### src/rtl/rc5_round_engine.sv
// rtl/rc5_round_engine.sv - RC5 engine, one half-round per cycle against an external S-table
// Decryption (decrypt port, subtract/rotate-right path) exists only when RC5_DECRYPT_EN is defined.
module rc5_round_engine #(
    parameter int W = 32,
    parameter int R = 12,
    localparam int T  = 2 * R + 2,
    localparam int AW = $clog2(T),
    localparam int RW = $clog2(W)
) (
    input  logic          clk2,
    input  logic          rst,
    input  logic          start,
`ifdef RC5_DECRYPT_EN
    input  logic          decrypt,
`endif
    input  logic [W-1:0]  pt_a,
    input  logic [W-1:0]  pt_b,
    output logic [AW-1:0] s_addr,
    input  logic [W-1:0]  s_data,
    output logic          busy,
    output logic          done,
    output logic [W-1:0]  ct_a,
    output logic [W-1:0]  ct_b
);
    typedef enum logic [1:0] {IDLE, RUN, DONE} state_t;

    state_t        state;
    state_t        state_nxt;
    logic [AW-1:0] k;
    logic [W-1:0]  a_q;
    logic [W-1:0]  b_q;
    logic [W-1:0]  a_nxt;
    logic [W-1:0]  b_nxt;
    logic          last;
    logic          low;
`ifdef RC5_DECRYPT_EN
    logic          dec_q;
`endif

    // Rotations via a doubled word so a zero amount passes the word through.
    function automatic logic [W-1:0] rotl(input logic [W-1:0] x, input logic [RW-1:0] n);
        logic [2*W-1:0] d;
        d = {x, x} << n;
        return d[2*W-1:W];
    endfunction

`ifdef RC5_DECRYPT_EN
    function automatic logic [W-1:0] rotr(input logic [W-1:0] x, input logic [RW-1:0] n);
        logic [2*W-1:0] d;
        d = {x, x} >> n;
        return d[W-1:0];
    endfunction
`endif

    always_comb begin
        state_nxt = state;
        s_addr    = '0;
        a_nxt     = a_q;
        b_nxt     = b_q;
        low       = 1'b0;
        last      = (k == AW'(T - 1));
        busy      = (state != IDLE);
        case (state)
            IDLE: if (start) state_nxt = RUN;
            RUN: begin
                if (last) state_nxt = DONE;
`ifdef RC5_DECRYPT_EN
                s_addr = dec_q ? AW'(T - 1) - k : k;
`else
                s_addr = k;
`endif
                // Entries 0 and 1 are the plain whitening add/subtract.
                low = (s_addr[AW-1:1] == '0);
`ifdef RC5_DECRYPT_EN
                if (dec_q) begin
                    if (s_addr[0]) begin
                        b_nxt = b_q - s_data;
                        if (!low) b_nxt = rotr(b_nxt, a_q[RW-1:0]) ^ a_q;
                    end else begin
                        a_nxt = a_q - s_data;
                        if (!low) a_nxt = rotr(a_nxt, b_q[RW-1:0]) ^ b_q;
                    end
                end else
`endif
                if (!s_addr[0])
                    a_nxt = (low ? a_q : rotl(a_q ^ b_q, b_q[RW-1:0])) + s_data;
                else
                    b_nxt = (low ? b_q : rotl(b_q ^ a_q, a_q[RW-1:0])) + s_data;
            end
            DONE:    state_nxt = IDLE;
            default: state_nxt = IDLE;
        endcase
    end

    always_ff @(posedge clk2 or posedge rst) begin
        if (rst) state <= IDLE;
        else     state <= state_nxt;
    end

    // The result is captured while leaving DONE, so done lands in the IDLE cycle after busy drops.
    always_ff @(posedge clk2 or posedge rst) begin
        if (rst) begin
            k     <= '0;
            a_q   <= '0;
            b_q   <= '0;
            ct_a  <= '0;
            ct_b  <= '0;
            done  <= 1'b0;
`ifdef RC5_DECRYPT_EN
            dec_q <= 1'b0;
`endif
        end else begin
            done <= 1'b0;
            case (state)
                IDLE: if (start) begin
                    a_q   <= pt_a;
                    b_q   <= pt_b;
                    k     <= '0;
`ifdef RC5_DECRYPT_EN
                    dec_q <= decrypt;
`endif
                end
                RUN: begin
                    a_q <= a_nxt;
                    b_q <= b_nxt;
                    k   <= last ? '0 : k + AW'(1);
                end
                DONE: begin
                    ct_a <= a_q;
                    ct_b <= b_q;
                    done <= 1'b1;
                end
                default: ;
            endcase
        end
    end
endmodule

### config.mk
export PLATFORM = sky130hd
export DESIGN_NAME = rc5_round_engine
export DESIGN_NICKNAME = d
export VERILOG_FILES = /design/src/rtl/rc5_round_engine.sv
export SDC_FILE = /design/constraint.sdc
export NUM_CORES = 1
export LEC_CHECK = 0
export ABC_AREA = 0
export CAP_MARGIN = 25
export CORE_UTILIZATION = 40
export CTS_CLUSTER_DIAMETER = 80
export DETAILED_ROUTE_END_ITERATION = 7
export HOLD_SLACK_MARGIN = 0.15
export SLEW_MARGIN = 25
export SYNTH_ARGS = -nofsm -noshare
export SYNTH_HDL_FRONTEND = slang
export SYNTH_SLANG_ARGS = --single-unit
### constraint.sdc
create_clock -name clk2 -period 4.8 [get_ports clk2]
set_input_delay 0.48 -clock clk2 [delete_from_list [all_inputs] [get_ports clk2]]
set_output_delay 0.48 -clock clk2 [all_outputs]
set_load 0.02 [all_outputs]
==> run_results.csv <==
group,metric,value,unit
clocking,clockBufferDepth,2,
global_routing,overflow,0,
synthesis,synth_edf_count,0,
placement,io_buffer_count,169,
cells_and_area,stdcell_count,2515,
clocking,path_clk_slew,0.07,ns
clocking,htreeDepth,4,
routing,vias,14300,
timing,fin_skew,0.0195,ns
cells_and_area,drive_above_1_share,0.266,
clocking,clock_sinks,136,
routing,wirelength,57.0,mm
placement,place_inst,2473,
timing,maxSlewHeadroom,0.423,
timing,hold_viol,0,
floorplan,io-pin-count,170,
routing,drc,0,
min_path,hold_path_class,"flip-flop to flip-flop",
cells_and_area,syn_to_final_growth,41.9,%
global_routing,grt_max_degree,85,
global_routing,grt_usage,0.336,
routing,vias_per_cell,5.67,
synthesis,ys_seq_area_frac,0.255,
critical_path,cp.required,5.15,ns
placement,finalWeightedCongestion,0.957,
global_routing,grt_pass1_wl,83.2,mm
outcome,status,"finished, final reports clean",
timing,rsz0062_at_grt,"true",
timing,setup_viol,0,
synthesis,synth-async-reset-ratio,1.00,
synthesis,syn_area,13300,um2
clocking,cts_buffers,17,
synthesis,yosysUniqueCellTypes,66,
timing,tightest_slew,0.863,ns
synthesis,synth.area.top_cells,"dfrtp_1 26%, nand2_1 9.8%, mux4_2 8.1%, mux2i_1 7.9%, a21oi_1 6.9%",
timing,fin_crit,4.71,ns
cells_and_area,final_cell_mix,"348 x nand2_1, 290 x buf_4, 169 x clkdlybuf4s50_1, 163 x nor2_1, 148 x a21oi_1",
clocking,cts_tree,"built",
global_routing,grt_pass1_vias,13200,
clocking,postCtsHoldBufs,0,
synthesis,yosys_warnings,0,
timing,finalCritPeriodShare,0.982,
timing,max_freq,0.212,GHz
floorplan,start_util,0.408,
synthesis,synth_top_area_share,0.255,
synthesis,synth_largest_area_cell,"dfrtp_1",
cells_and_area,final_common_cell,"nand2_1",
floorplan,core,32700,um2
synthesis,postSynthCellCount,1676,
critical_path,endpoint_kind,"flip-flop",
clocking,clock_latency,0.45,ns
timing,slew_viol_final,0,
critical_path,path_max_fanout,3,
routing,drt_pre_antenna_iters,6,
critical_path,worst-setup-path-type,"flip-flop to flip-flop",
critical_path,cp-start-kind,"flip-flop",
cells_and_area,fin_nets,2229,
routing,ant_nets,0,
flow_run,cap_viol_max_count,0,
routing,first_iter_violations,1345,
timing,whs,0.473,ns
clocking,cts_root_buf,"clkbuf_16",
cells_and_area,diodes,0,
floorplan,die_h,185,um
routing,wl_per_cell,22.7,um
synthesis,synth-main-ff-cell,"dfrtp_1",
placement,place_hpwl,45.2,mm
synthesis,ys_ff_latch,136,
synthesis,post_synth.cell_area_avg,7.96,um2
floorplan,rows,66,
global_routing,antenna_found_initial,3,
floorplan,die_area,34100,um2
floorplan,chipWidth,185,um
critical_path,arrival,5.06,ns
synthesis,synth_fp_nets,1845,
==> repair_timing <==
item / 4_1_cts / 5_1_grt
setup buffers: 0 / 10
gates cloned: 0 / 1
pin swaps: 1 / 24
endpoints found under the setup margin: 13 / 29
gates resized for setup: 34 / 130
==> cell families after synthesis <==
family	count (synthesis)	synth area share
fa+ha+maj	70	0.0668
compound gates	445	0.192
xor+xnor	98	0.0658
simple gates	601	0.184
mux	185	0.192
flops	136	0.255
buf+inv	141	0.0441
==> layout make-up <==
type                       count  area [um2]
clock buffer                  17         425
clock inverter                15         226
fill                        3099       13800
inverter                      30         123
multi-input combinational   1399       10000
sequential                   136        3420
tap                          442         553
timing repair buffer         476        4150
==> sequential cells by signal, summed over array words and instances (netlist names) <==
name and flops:
k 5, done 1, state 2, ct_a 32
ct_b 32, b_q 32, a_q 32
==> worst max-delay path: stages (launching register included) <==
cell and delay (ns):
dfrtp_1 0.43, buf_4 0.16, xnor2_1 0.18, a21o_1 0.23, buf_4 0.13, a21oi_1 0.13
buf_4 0.15, nor2_1 0.04, a21o_1 0.20, mux2i_1 0.21, mux2i_2 0.13, a21oi_1 0.28
ha_2 0.34, o21a_1 0.12, o21ai_1 0.23, a221oi_2 0.10, buf_4 0.17, o31a_1 0.26
o21ai_2 0.21, o21ai_0 0.16, a21oi_1 0.24, xnor2_1 0.15, nand2_1 0.11, a31oi_4 0.27
==> final timing paths <==
kind                            startpoint  endpoint  slack, ns  depth (start not counted)
min in group asynchronous              rst  ct_b[27]       0.58                          2
worst min-delay path              ct_a[11]  ct_a[11]       0.47                          2
worst max-delay path               b_q[31]   b_q[24]       0.09                         23
max in group asynchronous              rst   ct_b[7]       3.39                          3
worst min register to register    ct_a[11]  ct_a[11]       0.47                          2
worst max register to register     b_q[31]   b_q[24]       0.09                         23
==> stage by stage <==
| stage | setup WS [ns] | setup TNS (ns) | util | area (um2) |
|---|---|---|---|---|
| global route | -0.0441 | -0.102 | 0.579 | 18900 |
| CTS | -0.0665 | -0.0665 | 0.559 | 18300 |
| floorplan | 0.258 | 0 | - | 13300 |
| finish | 0.0879 | 0 | 0.579 | 18900 |
| detailed placement | -0.265 | -1.45 | 0.534 | 17500 |
| global placement | -0.241 | -1.29 | 0.534 | 17500 |
==> per-layer routing <==
layer,wire (um),track usage,vias to the layer above
li1,-,-,6691
met3,4670,0.0569,92
met1,25200,0.480,6846
met4,2390,0.140,2
met5,13,0,-
met2,24700,0.499,623
==> Yosys cell counts, drive strengths merged (12+ instances only) <==
| master | count |
|---|---|
| a211oi | 14 |
| a21o | 26 |
| a21oi | 186 |
| a31oi | 25 |
| buf | 36 |
| clkbuf | 75 |
| dfrtp | 136 |
| ha | 68 |
| inv | 29 |
| mux2 | 27 |
| mux2i | 106 |
| mux4 | 52 |
| nand2 | 349 |
| nand2b | 12 |
| nand3 | 12 |
| nor2 | 166 |
| o21ai | 133 |
| xnor2 | 72 |
| xor2 | 26 |
Power is not shown: default switching activity piles up to over one toggle a cycle in this logic, so the estimate is an artifact.
